--- src/rtl/alu_pkg.sv ---
// Shared opcodes, tag width and command layout for the ALU issue path.
package alu_pkg;

    localparam logic [1:0] ALU_ADD = 2'b00;
    localparam logic [1:0] ALU_SUB = 2'b01;
    localparam logic [1:0] ALU_AND = 2'b10;
    localparam logic [1:0] ALU_OR  = 2'b11;

    localparam int TAG_W = 8;
    localparam int ALU_W = 8;

    typedef struct packed {
        logic [ALU_W-1:0] a;
        logic [ALU_W-1:0] b;
        logic [1:0]       op;
        logic [TAG_W-1:0] tag;
    } alu_cmd_t;

endpackage

--- src/rtl/alu_cmd_fifo.sv ---
// Generic synchronous FIFO; full/empty are derived from the occupancy count.
module alu_cmd_fifo #(
    parameter int WIDTH_DATA = 8,
    parameter int DEPTH      = 4
) (
    input  logic                       clk,
    input  logic                       rst_n,
    input  logic                       push,
    input  logic [WIDTH_DATA-1:0]      push_data,
    input  logic                       pop,
    output logic [WIDTH_DATA-1:0]      pop_data,
    output logic                       full,
    output logic                       empty,
    output logic [$clog2(DEPTH):0]     count
);

    localparam int PTR_W = $clog2(DEPTH);
    localparam int CNT_W = PTR_W + 1;

    logic [WIDTH_DATA-1:0] mem_q [DEPTH];
    logic [WIDTH_DATA-1:0] mem_d [DEPTH];
    logic [PTR_W-1:0]      wr_ptr_q, wr_ptr_d;
    logic [PTR_W-1:0]      rd_ptr_q, rd_ptr_d;
    logic [CNT_W-1:0]      count_q, count_d;
    logic                  push_ok, pop_ok;

    assign full     = (count_q == CNT_W'(DEPTH));
    assign empty    = (count_q == '0);
    assign count    = count_q;
    assign pop_data = mem_q[rd_ptr_q];
    assign push_ok  = push & ~full;
    assign pop_ok   = pop & ~empty;

    always_comb begin
        mem_d    = mem_q;
        wr_ptr_d = wr_ptr_q;
        rd_ptr_d = rd_ptr_q;
        if (push_ok) begin
            mem_d[wr_ptr_q] = push_data;
            wr_ptr_d        = wr_ptr_q + 1'b1;
        end
        if (pop_ok) begin
            rd_ptr_d = rd_ptr_q + 1'b1;
        end
        count_d = count_q + CNT_W'(push_ok) - CNT_W'(pop_ok);
    end

    always_ff @(posedge clk or negedge rst_n) begin
        if (!rst_n) begin
            for (int i = 0; i < DEPTH; i++) begin
                mem_q[i] <= '0;
            end
            wr_ptr_q <= '0;
            rd_ptr_q <= '0;
            count_q  <= '0;
        end else begin
            mem_q    <= mem_d;
            wr_ptr_q <= wr_ptr_d;
            rd_ptr_q <= rd_ptr_d;
            count_q  <= count_d;
        end
    end

endmodule

--- src/rtl/alu_issue_queue.sv ---
// Buffers ALU commands, drives the FIFO head into the external ALU and
// registers its result with opcode and sequence tag behind valid/ready.
module alu_issue_queue
    import alu_pkg::*;
#(
    parameter int WIDTH = 8,
    parameter int DEPTH = 4
) (
    input  logic                   clk,
    input  logic                   rst_n,
    input  logic                   in_valid,
    output logic                   in_ready,
    input  logic [WIDTH-1:0]       in_a,
    input  logic [WIDTH-1:0]       in_b,
    input  logic [1:0]             in_op,
    output logic [WIDTH-1:0]       alu_a,
    output logic [WIDTH-1:0]       alu_b,
    output logic [1:0]             alu_op,
    input  logic [WIDTH-1:0]       alu_result,
    output logic                   out_valid,
    input  logic                   out_ready,
    output logic [WIDTH-1:0]       out_result,
    output logic [1:0]             out_op,
    output logic [TAG_W-1:0]       out_tag,
    output logic [$clog2(DEPTH):0] count
);

    typedef struct packed {
        logic [WIDTH-1:0] a;
        logic [WIDTH-1:0] b;
        logic [1:0]       op;
        logic [TAG_W-1:0] tag;
    } cmd_t;

    localparam int CMD_W = $bits(cmd_t);

    cmd_t             push_cmd, head;
    logic [CMD_W-1:0] head_raw;
    logic             full, empty, push, capture;

    logic [TAG_W-1:0] tag_cnt_q, tag_cnt_d;
    logic             out_valid_q, out_valid_d;
    logic [WIDTH-1:0] out_result_q, out_result_d;
    logic [1:0]       out_op_q, out_op_d;
    logic [TAG_W-1:0] out_tag_q, out_tag_d;

    // in_ready is a function of registered state and reset only
    assign in_ready = rst_n & ~full;
    assign push     = in_valid & in_ready;
    assign capture  = ~empty & (~out_valid_q | out_ready);
    assign head     = cmd_t'(head_raw);

    assign push_cmd = '{a: in_a, b: in_b, op: in_op, tag: tag_cnt_q};

    alu_cmd_fifo #(
        .WIDTH_DATA (CMD_W),
        .DEPTH      (DEPTH)
    ) u_fifo (
        .clk       (clk),
        .rst_n     (rst_n),
        .push      (push),
        .push_data (push_cmd),
        .pop       (capture),
        .pop_data  (head_raw),
        .full      (full),
        .empty     (empty),
        .count     (count)
    );

    assign alu_a  = empty ? '0 : head.a;
    assign alu_b  = empty ? '0 : head.b;
    assign alu_op = empty ? ALU_ADD : head.op;

    always_comb begin
        tag_cnt_d    = tag_cnt_q + TAG_W'(push);
        out_valid_d  = out_valid_q & ~out_ready;
        out_result_d = out_result_q;
        out_op_d     = out_op_q;
        out_tag_d    = out_tag_q;
        if (capture) begin
            out_valid_d  = 1'b1;
            out_result_d = alu_result;
            out_op_d     = head.op;
            out_tag_d    = head.tag;
        end
    end

    always_ff @(posedge clk or negedge rst_n) begin
        if (!rst_n) begin
            tag_cnt_q    <= '0;
            out_valid_q  <= 1'b0;
            out_result_q <= '0;
            out_op_q     <= '0;
            out_tag_q    <= '0;
        end else begin
            tag_cnt_q    <= tag_cnt_d;
            out_valid_q  <= out_valid_d;
            out_result_q <= out_result_d;
            out_op_q     <= out_op_d;
            out_tag_q    <= out_tag_d;
        end
    end

    assign out_valid  = out_valid_q;
    assign out_result = out_result_q;
    assign out_op     = out_op_q;
    assign out_tag    = out_tag_q;

endmodule

--- config.mk ---
export PLATFORM = sky130hd
export DESIGN_NAME = alu_issue_queue
export DESIGN_NICKNAME = d
export VERILOG_FILES = /design/src/rtl/alu_pkg.sv /design/src/rtl/alu_cmd_fifo.sv /design/src/rtl/alu_issue_queue.sv
export SDC_FILE = /design/constraint.sdc
export NUM_CORES = 1
export LEC_CHECK = 0
export ABC_AREA = 1
export CORE_ASPECT_RATIO = 0.8
export CORE_UTILIZATION = 30
export CTS_CLUSTER_DIAMETER = 100
export DETAILED_ROUTE_END_ITERATION = 10
export DONT_BUFFER_PORTS = 1
export GPL_TIMING_DRIVEN = 0
export SLEW_MARGIN = 20
export SYNTH_ARGS = -nofsm -noshare
export SYNTH_HDL_FRONTEND = slang
export SYNTH_SLANG_ARGS = --single-unit
--- constraint.sdc ---
create_clock -name clk -period 3.1 [get_ports clk]
set_input_delay 0.62 -clock clk [delete_from_list [all_inputs] [get_ports clk]]
set_output_delay 0.62 -clock clk [all_outputs]
set_load 0.03 [all_outputs]
* Word level (Yosys, flattened, before mapping)
Index checks and enable logic that the tools add are counted.
Word-level totals: bits of input ports 30, word-level logic and storage cells 46, flip-flop bits (word level) 138
Cells by class: reductions and logical operators 2, bitwise logic cells 13, eq/ne operators 1, add/subtract/negate cells 5, order comparisons 3, mux-type cells 10
Operators with widths (count):
- bitwise mux 104 bit | 1
- two-way mux 26 bit | 3
- binary-select mux 26 bit (select 2 bit) | 1
- demux 26 bit (select 2 bit) | 1
- two-way mux 8 bit | 2
- adder 8 x 1 -> 8 bit | 1
- bitwise AND 1 bit | 6
- greater-or-equal comparator 3 bit, second input constant | 2
- inverter 2 -> 3 bit | 2
- adder 2 x 1 -> 2 bit, second input constant | 2
- inverter 1 bit | 4
- adder 3 x 1 -> 3 bit | 1
- equality test 3 bit, second input constant | 1
- zero test 3 bit | 1
- < comparator 3 x 1 -> 1 bit, second input constant | 1
- subtractor 3 x 1 -> 3 bit | 1
- two-way mux 2 bit | 1
- logical AND 1 bit | 1
- two-way mux 1 bit | 1
- OR 1 bit | 1

* Depth between registers and ports, before layout
depth in word-level cells 7, mapped depth 12, gate-level depth less buffers 11

* Modules after synthesis
From an unflattened synthesis, not the netlist that was laid out.
Unflattened totals: cells, all modules 843, area total of the unflattened synthesis 6752.7 um2
By module, submodules not included:
- alu_cmd_fifo | cells each 685, instances 1, area each 5497.8 um2
- alu_issue_queue | cells each 158, instances 1, area each 1255.0 um2

* Worst setup path after synthesis
Ideal clock, no wire load.
path kind register to register, start point reg u_fifo.count_q[1], in the netlist u_fifo.count[1], end point reg u_fifo.count_q[2], in the netlist u_fifo.count[2], arrival 2352 ps, clock period less this slack 2490 ps, slack 610 ps, data required time 2962 ps, path buffers 1, stages on the path, launching flop included 12, cells stage by stage dfrtp_1 -> nor2_2 -> nand2_1 -> nand2_1 -> inv_2 -> buf_2 -> ha_1 -> inv_1 -> ha_1 -> fa_1 -> xnor2_1 -> xor2_1
RTL lines:
- from (decl) | line alu_cmd_fifo.sv:24 | logic [CNT_W-1:0] count_q, count_d;
- from (signal assigned) | line alu_cmd_fifo.sv:60 | count_q <= count_d;
- zero test 3 bit | line alu_cmd_fifo.sv:28 | assign empty = (count_q == '0);
- inverter 1 bit | line alu_issue_queue.sv:50 | assign capture = ~empty & (~out_valid_q | out_ready);
- bitwise AND 1 bit | line alu_issue_queue.sv:50
- named net capture | line alu_issue_queue.sv:39 | logic full, empty, push, capture;
- bitwise AND 1 bit | line alu_cmd_fifo.sv:32 | assign pop_ok = pop & ~empty;
- subtractor 3 x 1 -> 3 bit | line alu_cmd_fifo.sv:45 | count_d = count_q + CNT_W'(push_ok) - CNT_W'(pop_ok);
- named net u_fifo.count_d[2] | line alu_cmd_fifo.sv:24
The timed path passes the listed nets, and every way through them passes these cells. A chain may end at the register's enable or synchronous reset.

* Worst setup path after layout
start point reg u_fifo.rd_ptr_q[0], end point out alu_b[2]
On the way: longest elaborated chain between the ends 5
Ends and longest elaborated chain:
- from (decl) | line alu_cmd_fifo.sv:23 | logic [PTR_W-1:0] rd_ptr_q, rd_ptr_d;
- from (signal assigned) | line alu_cmd_fifo.sv:59 | rd_ptr_q <= rd_ptr_d;
- inverter 2 -> 3 bit (implied by the code) | line alu_cmd_fifo.sv:30 | assign pop_data = mem_q[rd_ptr_q];
- binary-select mux 26 bit (select 2 bit) | line alu_cmd_fifo.sv:30
- two-way mux 26 bit (implied by the code) (2 in series) | line alu_cmd_fifo.sv:30
- two-way mux 8 bit | line alu_issue_queue.sv:71 | assign alu_b = empty ? '0 : head.b;
- to (decl) | line alu_issue_queue.sv:17 | output logic [WIDTH-1:0] alu_b,
No other way between the ends. The select of a mux whose other input is x is not followed.

==> reports/results.tsv <==
metric	value	unit
unrepaired setup endpoints after global routing	yes	
NumNets Final	893	
Post-DP HPWL	14000	um
post-layout min period	3.12	ns
Via Count	5953	
wire per inst	18.2	um
# setup viols final	1	
number of global-route vias before repair	5608	
VDD IR max	577	uV
worst setup margin	-0.0236	ns
Die Y-Extent	135	um
pre-CTS setup slack	0.187	ns
outcome	finished, violations left	
IO Port Bufs	0	
Hold Worst Slack	-0.112	ns
synthesized instance count	835	
CTS buffer count	17	
hold crit path type	input port to asynchronous set/reset pin	
die width	169	um
final WL	21200	um
IO Count	71	
CP Class	flip-flop to output port	
Max Clock Skew	0.00608	ns
Max FO, Critical Path	10	
PwrDens	1190	nW/um^2
max-cap violations	0	
crit share post-route	1.01	
Arrival @ worst endpoint	2.50	ns
Site Rows	48	
Synthesized Nets	874	
commonest non-fill, non-tap cell in the layout	nand2_1	
commonest cells after routing, fill and taps aside	nand2_1, dfrtp_1, nand4_1, nor2_1, o21ai_0	
Peak Freq	0.320	GHz
ANT nets after route	0	
root buffer cell	clkbuf_16	
synthesis-to-layout area growth	16.3	%
GRT Resource Usage Total	0.193	
Startpoint Class	flip-flop	
post-synthesis cell type count	22	
drt drc	0	
Pre-antenna DRT Iters	6	
Die ar.	22900	sq um
actual slew at the worst max-slew pin	0.758	ns
multi-input logic area	2830	sq um
synthesized area per cell	8.00	sq um
H-Tree Depth	4	
area of the mapped netlist	6680	sq um
failing checks	hold timing, setup timing	
Critical Path RT	2.48	ns
layout cells sized above 1	0.100	
initial antenna violation count	0	
leak pwr	0.00393	uW
initial core utilization	0.308	
Final Slew Violations	0	
synthesized flop and latch total	138	
vias per cell	5.11	
Overflow after GRT	0	
Worst slew margin	0.496	
Iteration-0 DRC Markers	679	
sequential area share after synthesis	0.517	
Worst-Skew Late Latency	0.43	ns
diode count	0	
R2R depth	11	
Clock Path Buffers	2	
clock sink count	138	
gpl congestion	0.842	
first-pass GRT wire length	33000	um
core footprint	21700	sq um
Core Util, Final	0.358	
Crit. End Element	output port	
Fillers	2231	
Fin. Hold Viols	138	
register area	3450	sq um
Clock Pin Slew Worst Setup and Hold Paths	0.06	ns
largest net degree at the start of global routing	140	
total power draw	9260	uW
CTS tree	yes	
Syn. warnings	0	
==> stage by stage <==
stage / TNS [ns] / instances / hold WS [ns] / cell area, sq um
global route: -0.201 / 1166 / -0.132 / 7770
floorplan: 0 / 835 / 0.324 / 6680
detailed placement: 0 / 1135 / 0.327 / 7050
CTS: -0.201 / 1166 / -0.130 / 7750
global placement: 0 / 1135 / 0.327 / 7050
finish: -0.0236 / 1166 / -0.112 / 7770
==> synth_stat cells (all sizes together) <==
master,count,area share
nand3,10,0.0075
fa,1,0.0030
nor2,102,0.058
inv,22,0.012
clkbuf,28,0.016
buf,40,0.035
xnor2,4,0.0052
xor2,5,0.0066
clkinv,3,0.0017
ha,8,0.015
a21oi,17,0.014
dfrtp,138,0.52
nand4,108,0.10
nand2,306,0.17
o21ai,43,0.032
==> worst max-delay path: stages (launching register included) <==
cell	delay [ns]
dfrtp_1	0.37
buf_2	0.16
clkinv_1	0.20
clkbuf_1	0.50
o21ai_0	0.27
a21oi_1	0.58
==> cells by family (layout without fill, tap and decap cells) <==
family / Yosys count / in the layout / share of synthesized area
XOR/XNOR: 9 / 9 / 0.0118
buffers and inverters: 93 / 124 / 0.0644
AO/OA/AOI/OAI: 60 / 60 / 0.0466
AND/OR/NAND/NOR: 526 / 526 / 0.342
adder cells (fa/ha/maj): 9 / 9 / 0.0180
flip-flops: 138 / 138 / 0.517
==> metal layers <==
layer	routed length (um)	vias to the layer above	global-route usage
li1	-	2779	-
met1	9650	2893	0.266
met2	9140	252	0.286
met3	2070	29	0.0596
met4	336	0	0.0641
met5	0	-	0
==> where the power goes <==
part | internal [uW] | leakage (uW) | switching (uW)
clock | 1550 | 0.000322 | 803
combinational | 1010 | 0.00185 | 2680
sequential | 2540 | 0.00175 | 684
total | 5100 | 0.00393 | 4160
==> final timing paths <==
kind                                    startpoint               end  slack [ns]
worst min-delay path                         rst_n     out_result[4]       -0.11
worst max register to register     u_fifo.count[1]   u_fifo.count[2]        0.21
max in group asynchronous                    rst_n  u_fifo.mem_q[43]        2.97
worst max-delay path            u_fifo.rd_ptr_q[0]          alu_b[2]       -0.02
min in group clk                     alu_result[5]     out_result[5]        0.30
worst min register to register    u_fifo.mem_q[17]  u_fifo.mem_q[17]        0.47
==> repair_timing <==
item	in CTS	in global routing
setup endpoints to repair	16	10
pin swaps	0	0
hold endpoints to repair	138	138
gates resized for setup	8	6
buffers inserted	0	0
cloned	0	0
==> state kept, by name, indices dropped and copies added (netlist names) <==
name,flops
out_valid,1
u_fifo.rd_ptr_q,2
out_result,8
u_fifo.mem_q,104
u_fifo.wr_ptr_q,2
tag_cnt_q,8
u_fifo.count,3
out_tag,8
out_op,2
==> cell type report <==
class                           count  area share
Buffer                             68      0.0437
Clock buffer                       20      0.0588
Clock inverter                     11      0.0280
Inverter                           25      0.0122
Multi-Input combinational cell    604       0.364
Sequential cell                   138       0.445
Tap cell                          300      0.0483
Note: power is estimated with default switching activity, not from simulation.
